==> config.mk <==
export PLATFORM = sky130hd
export DESIGN_NAME = xadc_sample_avg
export DESIGN_NICKNAME = d
export VERILOG_FILES = /design/src/rtl/xadc_sample_avg.sv
export SDC_FILE = /design/constraint.sdc
export NUM_CORES = 1
export LEC_CHECK = 0
export ABC_AREA = 0
export CORE_MARGIN = 1
export CORE_UTILIZATION = 54
export CTS_CLUSTER_DIAMETER = 40
export CTS_CLUSTER_SIZE = 8
export DETAILED_ROUTE_END_ITERATION = 7
export PLACE_DENSITY = 0.85
export SLEW_MARGIN = 20
export SYNTH_ARGS = -nofsm -noshare
export SYNTH_HDL_FRONTEND = slang
export SYNTH_SLANG_ARGS = --single-unit
==> constraint.sdc <==
create_clock -name CLK100MHZ -period 5.1 [get_ports CLK100MHZ]
set_clock_uncertainty 0.15 [all_clocks]
set_input_delay 0.51 -clock CLK100MHZ [delete_from_list [all_inputs] [get_ports CLK100MHZ]]
set_output_delay 0.51 -clock CLK100MHZ [all_outputs]
set_load 0.05 [all_outputs]
==> src/rtl/xadc_sample_avg.sv <==
// Box-car averager for one XADC channel: averages 2^AVG_LOG2 DRP conversions and drives a
// hysteresis alarm and a 16-LED thermometer bargraph. Define XADC_PEAK_HOLD_EN for peak hold.
module xadc_sample_avg #(
  parameter logic [4:0]  CHANNEL   = 5'h12,
  parameter int unsigned AVG_LOG2  = 4,
  parameter logic [11:0] THRESH_HI = 12'hC00,
  parameter logic [11:0] THRESH_LO = 12'h800
) (
  input  logic        CLK100MHZ,
  input  logic        reset_in,
  input  logic        drdy_in,
  input  logic [15:0] do_in,
  input  logic [4:0]  channel_in,
  input  logic        clear_in,
  output logic [11:0] avg_out,
  output logic        avg_valid,
  output logic        alarm_out,
  output logic [15:0] LED,
  output logic [11:0] peak_out
);

  localparam int unsigned AccW = 12 + AVG_LOG2;
  localparam int unsigned CntW = (AVG_LOG2 == 0) ? 1 : AVG_LOG2;
  localparam logic [CntW-1:0] CntLast = CntW'((32'd1 << AVG_LOG2) - 32'd1);

  typedef enum logic [0:0] {StAccum, StEmit} state_e;

  state_e          state_q, state_d;
  logic [AccW-1:0] acc_q, acc_d;
  logic [CntW-1:0] cnt_q, cnt_d;
  logic [11:0]     avg_q;
  logic            alarm_q, alarm_d;
  logic [15:0]     led_q, led_d;

  logic [11:0]     sample;
  logic [AccW-1:0] sum;
  logic [11:0]     avg_new;
  logic            accept;
  logic            load;
  logic            unused_do_lsb;

  assign sample        = do_in[15:4];
  assign unused_do_lsb = ^do_in[3:0];
  assign accept        = drdy_in && (channel_in == CHANNEL) && !clear_in;
  assign load          = accept && (cnt_q == CntLast);
  // The accumulator is exactly 12+AVG_LOG2 wide, so its top 12 bits are the truncated mean.
  assign sum           = acc_q + AccW'(sample);
  assign avg_new       = sum[AccW-1 -: 12];

  always_comb begin
    state_d = StAccum;
    acc_d   = acc_q;
    cnt_d   = cnt_q;
    unique case (state_q)
      // An accept during EMIT is simply the first sample of the next block.
      StAccum, StEmit: state_d = load ? StEmit : StAccum;
      default:         state_d = StAccum;
    endcase
    if (clear_in) begin
      acc_d = '0;
      cnt_d = '0;
    end else if (accept) begin
      if (load) begin
        acc_d = '0;
        cnt_d = '0;
      end else begin
        acc_d = sum;
        cnt_d = cnt_q + CntW'(1);
      end
    end
  end

  always_comb begin
    alarm_d = alarm_q;
    if (avg_new > THRESH_HI) begin
      alarm_d = 1'b1;
    end else if (avg_new < THRESH_LO) begin
      alarm_d = 1'b0;
    end
    led_d = '0;
    for (int i = 0; i < 16; i++) begin
      led_d[i] = avg_new > 12'(i * 256);
    end
  end

  always_ff @(posedge CLK100MHZ or posedge reset_in) begin
    if (reset_in) begin
      state_q <= StAccum;
      acc_q   <= '0;
      cnt_q   <= '0;
      avg_q   <= '0;
      alarm_q <= 1'b0;
      led_q   <= '0;
    end else begin
      state_q <= state_d;
      acc_q   <= acc_d;
      cnt_q   <= cnt_d;
      if (load) begin
        avg_q   <= avg_new;
        alarm_q <= alarm_d;
        led_q   <= led_d;
      end
    end
  end

  assign avg_out   = avg_q;
  assign avg_valid = (state_q == StEmit);
  assign alarm_out = alarm_q;
  assign LED       = led_q;

`ifdef XADC_PEAK_HOLD_EN
  logic [11:0] peak_q;

  always_ff @(posedge CLK100MHZ or posedge reset_in) begin
    if (reset_in) begin
      peak_q <= '0;
    end else if (clear_in) begin
      peak_q <= '0;
    end else if (load && (avg_new > peak_q)) begin
      peak_q <= avg_new;
    end
  end

  assign peak_out = peak_q;
`else
  assign peak_out = 12'h000;
`endif

endmodule
==> run summary <==
startpoint types: input pin
n_diodes: 0
Hold Buf Count CTS: 0
worst hold path stage count: 2
Layout Area Growth over Synthesis: 21.9%
Syn Inst Count: 301
PwrDens: 223 nW/um^2
Tot GR Track Use: 25.2%
fin nets: 386
sequential share of the synthesized area: 43.6%
Worst R2R Path Depth: 11
largest net degree at the start of global routing: 51
Max Freq: 0.263 GHz
CP max stage cell: or4_4
Hold WS: 327 ps
crit-path max FO: 4
Peak supply drop: 0.000157 V
Sink Count: 50
Tot Pwr: 781 uW
Die Wd: 74.9 um
Initial Util: 56.2%
first-pass GRT wire length: 10.5 mm
Final Hold Vio Count: 0
clk buf depth: 2
crit share post-route: 74.5%
vias in the first global route: 2,249
GRT overflow: 0
crit-path cells: clkdlybuf4s50_1 -> ha_1 -> inv_1 -> fa_1 -> nand2b_2 -> or4_4 -> a2111oi_2 -> or3_2 -> nand4bb_4 -> o31ai_4 -> nor2_1 -> a221o_1
drt first pass iters: 4
die height: 74.9 um
Sw Ratio: 24.7%
PnR worst setup slack: 1300 ps
Resize count post-CTS: 0
initial antenna violation count: 0
CTS HTree Levels: 2
Post-CTS Setup Bufs: 0
worst path required time: 5150 ps
DRC: 0
Tightest Pin Transition: 940 ps
Worst Path Arrival: 3850 ps
LEAKAGE: 0.00159 uW
DR vias/cell: 5.70
TNS Setup: 0 ps
net switching power: 193 uW
max incr delay on CP: 520 ps
Worst Path Buf+Inv: 2
internal power: 588 uW
RSZ-0062 raised after global routing: false
Ys Warns: 0
DIE AREA: 5620 um^2
final wirelength: 6.57 mm
Max Slew Vio Count: 0
GP Congestion: 0.901
Comb pwr share: 11.5%
hpwl dp: 4.57 mm
share of layout cells above drive strength 1: 6.61%
Slew HR: 37.2%
critical path class: in -> reg
number of cells on the critical path: 12
routed vias: 2,382
Worst Hold Launch: avg_out[5]
syn avg cell area: 9.54 um^2
Worst-path clk slew: 90 ps
CP endpoint kind: flop
placed cell count: 410
antenna-violating nets left: 0
total CTS buffers: 5
DRT iter0 DRCs: 202
CTS tree: built
final setup violation count: 0
crit path launch: do_in[4]
Place WS: 1020 ps
max-cap viol count: 0
CTS Root Cell: clkbuf_8
synthesized cell area: 2870 um^2
Final Non-Filler Cells: 418
Hold WC Path Type: reg -> reg
Flop pwr share: 51.0%
ys flop type: dfrtp_1
port bufs: 50
Clock power frac: 37.5%
delay-heaviest family, CP: simple AND/OR/NAND/NOR gates
cell row count: 26
synthesized flop and latch total: 50
Clk Latency, worst-skew pair: 310 ps
Avg WL per Cell: 15.7 um
Worst R2R Start: acc_q[0]
Yosys cell types: 54
Post-synth EDFFs: 0
fin crit period: 3800 ps
# IOs: 67
status: completed
core area: 5110 um^2
async set or reset register ratio after synthesis: 100%
## cell families (layout without fill, tap and decap cells)
| family | count (synthesis) | after routing | share of synthesized area (%) |
|---|---|---|---|
| AO/OA/AOI/OAI | 86 | 86 | 21.8 |
| XOR/XNOR | 10 | 10 | 3.05 |
| adder cells (fa/ha/maj) | 14 | 14 | 6.36 |
| buffers and inverters | 30 | 66 | 5.66 |
| flip-flops | 50 | 50 | 43.6 |
| multiplexers | 1 | 1 | 0.348 |
| other | 1 | 12 | 0.131 |
| AND/OR/NAND/NOR | 109 | 109 | 19.1 |
## synth_stat cells, types with 2 or more instances
master,count,area share [%]
a22o_1,16,4.9
o21a_1,2,0.52
a2111oi_2,2,1.0
xnor2_1,5,1.5
a21oi_1,12,2.1
and3_1,3,0.65
o22a_1,3,0.91
ha_1,13,5.7
nor3_1,4,0.70
nand2_1,50,6.5
nand3_1,6,1.0
buf_4,13,3.4
a31oi_1,6,1.3
o211ai_1,2,0.52
a221oi_1,2,0.61
nand4_1,5,1.1
xor2_1,5,1.5
a221o_1,3,1.0
dfrtp_1,50,44
and2_1,4,0.87
nor2_1,22,2.9
nor4b_1,3,0.91
inv_1,7,0.91
clkbuf_1,8,1.0
o21ai_0,22,3.8
a21o_1,5,1.3
## sequential cells by signal, indices dropped and copies added (netlist names)
register and cells:
avg_valid 1, alarm_out 1, LED 16, acc_q 16, avg_out 12, cnt_q 4
## layout make-up
cell class | count | area [um^2]
clock buffers | 6 | 82.6
clock inverters | 2 | 38.8
fillers | 423 | 1610
inverters | 7 | 27.5
multi-input cells | 232 | 1510
flip-flops and latches | 50 | 1250
well taps | 70 | 87.6
repair buffers | 51 | 508
## layout by cell type, fill, tap and decap left out, types with 2 or more instances in the layout
cell / Yosys / final
a2111oi_2: 2 / 2
a21o_1: 5 / 5
a21oi_1: 12 / 12
a221o_1: 3 / 3
a221oi_1: 2 / 2
a22o_1: 16 / 16
a31oi_1: 6 / 5
and2_1: 4 / 4
and3_1: 3 / 3
clkbuf_8: 0 / 6
clkdlybuf4s50_1: 0 / 50
conb_1: 1 / 12
dfrtp_1: 50 / 50
ha_1: 13 / 13
inv_1: 7 / 6
nand2_1: 50 / 50
nand3_1: 6 / 6
nand4_1: 5 / 5
nor2_1: 22 / 22
nor3_1: 4 / 4
nor4b_1: 3 / 3
o211ai_1: 2 / 2
o21a_1: 2 / 2
o21ai_0: 22 / 22
o22a_1: 3 / 3
xnor2_1: 5 / 5
xor2_1: 5 / 5
## metal layers
metal	global-route usage [%]	up-vias	part of all wire [%]
met5	0	-	0
li1	-	1150	-
met2	39.3	69	50
met4	8.81	0	1.4
met1	34.9	1151	43
met3	5.22	12	5.6
## worst min-delay path: stages (launching register included)
cell	delay (ps)
dfrtp_1	350
nand2_1	50
nand2_1	50
## final timing paths
check | end | slack [ps]
min | avg_out[5] | 330
min reg2reg | avg_out[5] | 330
max | LED[7] | 1300
max reg2reg | LED[7] | 1610
max in group asynchronous | acc_q[10] | 3760
min in group asynchronous | LED[15] | 510
## power by group through the flow
stage | Combinational [uW] | Sequential, uW | Clock [uW]
after floorplan | 66.8 | 407 | 0
after CTS | 89.6 | 398 | 297
after global placement | 86.9 | 406 | 0
final | 89.8 | 398 | 293
after global routing | 98.1 | 398 | 313
after detailed placement | 89.0 | 406 | 0
## metrics by stage
step / utilization, % / area (um^2)
after global routing: 68.6 / 3500
final: 68.6 / 3500
after CTS: 68.5 / 3500
after global placement: 66.2 / 3380
after floorplan: - / 2910
after detailed placement: 66.2 / 3380
No activity file was read; power rests on OpenSTA's default activity.
